File: src/rtl/vscale_wb_stage.sv
// EX->WB pipeline register and writeback formatter (ALU / load / CSR select).
// Optional WB->EX forwarding outputs when VSCALE_WB_BYPASS_EN is defined.
module vscale_wb_stage #(
    parameter int XLEN   = 32,
    parameter int REG_AW = 5
) (
    input  logic              clk,
    input  logic              reset,
    input  logic              ex_valid,
    input  logic [XLEN-1:0]   ex_alu_out,
    input  logic [REG_AW-1:0] ex_rd,
    input  logic              ex_wen,
    input  logic [1:0]        ex_wb_src,
    input  logic [2:0]        ex_mem_type,
    input  logic [XLEN-1:0]   ex_csr_rdata,
    input  logic              kill_wb,
    input  logic              stall_ext,
    input  logic [XLEN-1:0]   dmem_rdata,
    input  logic              dmem_wait,
    output logic              wb_valid,
    output logic              wb_wen,
    output logic [REG_AW-1:0] wb_rd,
    output logic [XLEN-1:0]   wb_data,
    output logic              wb_misalign,
    output logic              stall_ex
`ifdef VSCALE_WB_BYPASS_EN
    ,
    output logic              byp_valid,
    output logic [REG_AW-1:0] byp_rd,
    output logic [XLEN-1:0]   byp_data
`endif
);

    typedef enum logic [1:0] {
        SRC_ALU = 2'd0,
        SRC_MEM = 2'd1,
        SRC_CSR = 2'd2,
        SRC_RSV = 2'd3
    } wb_src_e;

    typedef enum logic [2:0] {
        MT_LB  = 3'd0,
        MT_LH  = 3'd1,
        MT_LW  = 3'd2,
        MT_LBU = 3'd4,
        MT_LHU = 3'd5
    } mem_type_e;

    logic              valid_q;
    logic [XLEN-1:0]   alu_q;
    logic [REG_AW-1:0] rd_q;
    logic              wen_q;
    logic [1:0]        src_q;
    logic [2:0]        mtype_q;
    logic [XLEN-1:0]   csr_q;

    logic              is_load;
    logic              load_wait;
    logic              stall_wb;
    logic [1:0]        off;
    logic [7:0]        byte_sel;
    logic [15:0]       half_sel;
    logic [XLEN-1:0]   load_data;
    logic              misalign;

    always_ff @(posedge clk) begin
        if (reset) begin
            valid_q <= 1'b0;
            alu_q   <= '0;
            rd_q    <= '0;
            wen_q   <= 1'b0;
            src_q   <= '0;
            mtype_q <= '0;
            csr_q   <= '0;
        end else if (!stall_wb) begin
            valid_q <= ex_valid & ~kill_wb;
            alu_q   <= ex_alu_out;
            rd_q    <= ex_rd;
            wen_q   <= ex_wen;
            src_q   <= ex_wb_src;
            mtype_q <= ex_mem_type;
            csr_q   <= ex_csr_rdata;
        end else if (kill_wb) begin
            // A kill overrides the hold: the stalled instruction is squashed.
            valid_q <= 1'b0;
        end
    end

    assign is_load   = valid_q & (src_q == SRC_MEM);
    assign load_wait = is_load & dmem_wait;
    assign stall_wb  = load_wait | stall_ext;
    assign stall_ex  = stall_wb;
    assign off       = alu_q[1:0];

    always_comb begin
        byte_sel  = '0;
        half_sel  = '0;
        load_data = '0;
        misalign  = 1'b0;
        case (off)
            2'd0:    byte_sel = dmem_rdata[7:0];
            2'd1:    byte_sel = dmem_rdata[15:8];
            2'd2:    byte_sel = dmem_rdata[23:16];
            default: byte_sel = dmem_rdata[31:24];
        endcase
        half_sel = off[1] ? dmem_rdata[31:16] : dmem_rdata[15:0];
        case (mtype_q)
            MT_LB:   load_data = {{24{byte_sel[7]}}, byte_sel};
            MT_LBU:  load_data = {24'd0, byte_sel};
            MT_LH: begin
                load_data = {{16{half_sel[15]}}, half_sel};
                misalign  = off[0];
            end
            MT_LHU: begin
                load_data = {16'd0, half_sel};
                misalign  = off[0];
            end
            default: begin
                load_data = dmem_rdata;
                misalign  = (off != 2'd0);
            end
        endcase
    end

    assign wb_misalign = is_load & misalign;
    assign wb_valid    = valid_q;
    assign wb_rd       = rd_q;
    assign wb_wen      = valid_q & wen_q & (rd_q != '0) & ~stall_wb & ~wb_misalign;

    always_comb begin
        wb_data = '0;
        if (valid_q) begin
            case (src_q)
                SRC_MEM: wb_data = load_data;
                SRC_CSR: wb_data = csr_q;
                default: wb_data = alu_q;
            endcase
        end
    end

`ifdef VSCALE_WB_BYPASS_EN
    assign byp_valid = wb_wen;
    assign byp_rd    = wb_rd;
    assign byp_data  = wb_data;
`endif

endmodule
File: config.mk
export PLATFORM = sky130hd
export DESIGN_NAME = vscale_wb_stage
export DESIGN_NICKNAME = d
export VERILOG_FILES = /design/src/rtl/vscale_wb_stage.sv
export SDC_FILE = /design/constraint.sdc
export NUM_CORES = 1
export LEC_CHECK = 0
export ABC_AREA = 0
export BUFFER_PORTS_ARGS = -buffer_cell sky130_fd_sc_hd__buf_4
export CAP_MARGIN = 20
export CORE_MARGIN = 3
export CORE_UTILIZATION = 48
export CTS_BUF_LIST = sky130_fd_sc_hd__clkbuf_16
export DETAILED_ROUTE_END_ITERATION = 7
export GPL_ROUTABILITY_DRIVEN = 0
export PLACE_DENSITY = 0.78
export SLEW_MARGIN = 20
export SYNTH_ARGS = -nofsm -noshare
export SYNTH_HDL_FRONTEND = slang
export SYNTH_SLANG_ARGS = --single-unit
File: constraint.sdc
create_clock -name clk -period 4 [get_ports clk]
set_clock_uncertainty 0.05 [all_clocks]
set_input_delay 0.8 -clock clk [delete_from_list [all_inputs] [get_ports clk]]
set_output_delay 0.8 -clock clk [all_outputs]
set_load 0.005 [all_outputs]
After elaboration in Yosys (flattened, before gate mapping)

Index checks and enable logic that the tools add are counted.

Flip-flop bits (word level): 76
Output and inout bits: 41
Logic and storage cells: 41

Eq/ne operators: 8
Multiplexer cells: 8
Bitwise operators: 12
Reductions and logical operators: 6

Operators with widths:

| operator                                                        | count |
|---|---|
| 32-bit case mux with 4 select lines                             | 1 |
| 32-bit case mux with 2 select lines                             | 1 |
| 32-bit two-way mux                                              | 1 |
| 8-bit case mux with 3 select lines                              | 1 |
| 16-bit two-way mux                                              | 1 |
| 1-bit AND                                                       | 8 |
| 3-bit == test, second input constant                            | 2 |
| 5-bit nonzero test                                              | 1 |
| 2-bit by 1-bit == test with 1-bit output, second input constant | 2 |
| 2-bit == test, second input constant                            | 2 |
| 2-bit OR reduction                                              | 2 |
| 3-bit by 1-bit == test with 1-bit output, second input constant | 1 |
| 3-bit logical NOT                                               | 1 |
| 1-bit NOT                                                       | 3 |
| 2-bit logical NOT                                               | 1 |
| 1-bit two-way mux                                               | 2 |
| 2-bit != test, second input constant                            | 1 |
| 1-bit case mux with 2 select lines                              | 1 |
| 2-bit nonzero test                                              | 1 |
| 1-bit OR                                                        | 1 |

Depth between registers and ports, before layout

Depth after elaboration: 7
Depth in mapped cells: 8
Depth with buffers taken out: 6

Worst setup path before layout

No wires, ideal clock.

Path type: input to output
From: input dmem_rdata[15]
To: output wb_data[21]
Data arrival time: 1750 ps
Required time: 3150 ps
Slack: 1400 ps
Stages on the path: 5
Path buffers: 1
Cell sequence: mux2_4 -> o221ai_4 -> buf_6 -> a2bb2oi_2 -> a21oi_1

Word-level cells in the longest chain between the ends: 4
Elaborated cells on any way between the ends: 5
Classes of those cells: mux: 5

RTL lines:

| element                                                                  | line     | text |
|---|---|---|
| start: declaration                                                       | 18       | `input logic [XLEN-1:0] dmem_rdata,` |
| 8-bit case mux with 3 select lines or 16-bit two-way mux (tied branches) | 100, 106 |  |
| 32-bit case mux with 4 select lines *                                    | 107      | `case (mtype_q)` |
| 32-bit case mux with 2 select lines *                                    | 133      | `case (src_q)` |
| 32-bit two-way mux *                                                     | 132      | `if (valid_q) begin` |
| end: declaration                                                         | 23       | `output logic [XLEN-1:0] wb_data,` |

Every way passes the cells marked *; elsewhere a longest branch is shown, timed or not.

Final worst setup path

From: register src_q[0]
To: output wb_data[6]

Word-level cells in the longest chain between the ends: 3
Elaborated cells on any way between the ends: 4
Classes of those cells: eq/ne: 2; mux: 2

RTL lines:

| element                                                                   | line | text |
|---|---|---|
| start: declaration                                                        | 53   | `logic [1:0] src_q;` |
| start signal: assignment                                                  | 80   | `src_q <= ex_wb_src;` |
| 2-bit == test or 2-bit by 1-bit == test with 1-bit output (tied branches) | 133  |  |
| 32-bit case mux with 2 select lines *                                     | 133  |  |
| 32-bit two-way mux *                                                      | 132  |  |

Marks and branches as above.

==> metrics.cfg <==
[drt]
vias = 4723
drcViolationCount = 0
avgViaCountPerCell = 5.82
wl_per_cell_um = 17.4
wl_um = 14100
antenna_left = 0
drt_pass1_iterations = 5
drt_iter0_drc = 381

[pwr]
max-vdd-ir-drop_uv = 247
power_leakage_uw = 0.00242
power.density_mw_per_mm2 = 356
power_uw = 2000

[global_route]
track_usage_pct = 27.6
antenna_found_initial = 0
grt_first_pass_wirelength_um = 22300
grt_overflow_total = 0
grt_max_degree = 77
grt_pass1_vias = 4570

[layout]
nNetsFinal = 818
diodes = 0
drive_gt1_share_pct = 30.3
area_growth_pct = 33.0
fillers = 742

[logic_synthesis]
ys_seq_area_share_pct = 36.0
synth-edff-count = 0
synth_flop_cell = dfxtp_1
async_flop_share_pct = 0
syn_area_per_cell_um2 = 7.22
synth_area_mm2 = 0.00423
yosysWarnings = 0
netlist_instances = 585
synth_nets = 700
synthDistinctLibCells = 49
synth-seq-cells = 76

[clock_tree]
cts_tree = done
clockBufferDepth = 2
clock-root-buffer = clkbuf_16
cts.sinks = 76
ctsResizeCount = 0
htree_levels = 3
clk_pin_slew_ns = 0.06
cts_buffers = 9
clock_latency_ns = 0.33
postCtsSetupBuffers = 0
ctsHoldBuffers = 0

[run_status]
outcome = completed

[critical_path]
critPathLaunchType = register
cp_max_fo = 21
crit_arrival_ns = 2.63
end_kind = output pin
criticalPathCategory = reg2out
crit_required_ns = 3.15

[die]
core_area_mm2 = 0.00838
die_area_mm2 = 0.00997
io_pins = 154
die_h_um = 99.8
start_util_pct = 50.4
die_w_um = 99.8
fp-row-count = 33

[timing]
worst_pin_slew_ns = 0.937
finalCriticalPeriod_ns = 3.48
slew_headroom_pct = 37.6
hold_violations = 0
setup_viol = 0
min_period_over_period_pct = 87.1
fmax_ghz = 0.287
setup_tns_ns = 0
finalMaxSlewViolations = 0
rsz0062_at_grt = no

[min_path]
hp-class = reg2reg

[placement]
dp_hpwl_um = 10000
io_buffers = 153

[run]
maxCapViolCount = 0

==> worst max-delay path: stages (launching register included) <==
cell and delay (ns):
dfxtp_1 0.35, inv_1 0.05, ha_1 0.51, inv_1 0.59
o21ai_0 0.26, a21o_1 0.21, a31oi_1 0.18, buf_4 0.15
==> final timing paths <==
check	slack, ns	endpoint	from	cells after the start
worst max-delay path	0.52	wb_data[6]	src_q[0]$_SDFFE_PP0P_	7
worst min-delay path	0.40	alu_q[19]$_SDFFE_PP0P_	alu_q[19]$_SDFFE_PP0P_	2
worst max register to register	0.99	wb_valid$_SDFFE_PP0P_	src_q[1]$_SDFFE_PP0P_	7
worst min register to register	0.40	alu_q[19]$_SDFFE_PP0P_	alu_q[19]$_SDFFE_PP0P_	2
==> sequential cells by signal, summed over array words and instances (netlist names) <==
| name | count |
|---|---|
| mtype_q | 3 |
| wb_rd | 5 |
| wen_q | 1 |
| wb_valid | 1 |
| src_q | 2 |
| alu_q | 32 |
| csr_q | 32 |
==> synthesized netlist by cell type, types with 2 or more instances <==
master | n | area (um2)
nand2_1 | 170 | 638
a21oi_1 | 126 | 631
dfxtp_1 | 76 | 1520
o21ai_0 | 39 | 195
clkbuf_1 | 33 | 124
buf_2 | 15 | 75.1
a2bb2oi_2 | 10 | 150
inv_1 | 10 | 37.5
or2_2 | 10 | 62.6
a21o_1 | 7 | 52.6
a31oi_1 | 7 | 43.8
a2bb2oi_1 | 6 | 52.6
a31o_2 | 6 | 52.6
nor3_1 | 6 | 30.0
o221ai_1 | 6 | 52.6
nor2_1 | 5 | 18.8
a221oi_1 | 4 | 35.0
and2_1 | 4 | 25.0
a211oi_1 | 3 | 22.5
mux2_2 | 3 | 33.8
nand3_1 | 3 | 15.0
a2111oi_0 | 2 | 17.5
a21boi_0 | 2 | 15.0
and3_1 | 2 | 12.5
buf_4 | 2 | 15.0
buf_6 | 2 | 22.5
ha_1 | 2 | 25.0
nor2b_1 | 2 | 12.5
o221a_2 | 2 | 22.5
==> routing by layer <==
metal | vias to the layer above | part of all wire, % | GRT usage (%)
met5 | - | 0 | 0
met4 | 0 | 3.3 | 11.6
met3 | 42 | 9.8 | 6.32
met2 | 240 | 47 | 45.0
met1 | 2173 | 39 | 35.2
li1 | 2268 | - | -
==> per-stage QoR <==
step	cell area, um2	hold WS [ns]	setup slack, ns	std cells	util, %
after global placement	5340	0.389	0.910	797	63.7
after detailed placement	5340	0.397	0.841	797	63.7
after global routing	5620	0.423	0.354	812	67.1
final	5620	0.402	0.516	812	67.1
after CTS	5620	0.405	0.570	812	67.1
after floorplan	4230	0.383	1.40	585	-
==> logic make-up after synthesis <==
family	synth area share, %
flip-flops	36.0
buffers and inverters	6.69
adder cells (fa/ha/maj)	0.592
AO/OA/AOI/OAI	33.9
AND/OR/NAND/NOR	21.2
multiplexers	1.69
==> placed cells by master (no fill, tap or decap), types with 3 or more instances in the layout <==
cell / n
buf_4: 159
nand2_1: 170
a31o_2: 6
a21o_1: 7
a2bb2oi_1: 6
o21ai_0: 39
nor3_1: 6
a211oi_1: 3
a221oi_1: 4
nor2_1: 5
o221ai_1: 6
mux2_2: 3
clkbuf_16: 9
or2_2: 10
dfxtp_1: 76
a21oi_1: 126
and2_1: 4
a2bb2oi_2: 10
nand3_1: 3
a31oi_1: 7
inv_1: 12
==> cell type report <==
cell class                 instances  area (um2)  share of cell area (%)
sequential                        76        1520                    27.1
clock inverter                     6        58.8                    1.05
multi-input combinational        445        2430                    43.2
clock buffer                       9         225                    4.01
tap                              105         131                    2.34
timing repair buffer             160        1210                    21.6
inverter                          11        41.3                   0.734
==> report_power, final <==
| group | leakage (uW) | internal [uW] | total [uW] | switching, uW |
|---|---|---|---|---|
| clock | 0.000144 | 475 | 788 | 313 |
| combinational | 0.00164 | 181 | 382 | 201 |
| sequential | 0.000627 | 800 | 834 | 34.0 |
| total | 0.00242 | 1460 | 2000 | 548 |
No activity file was read; power rests on OpenSTA's default activity.
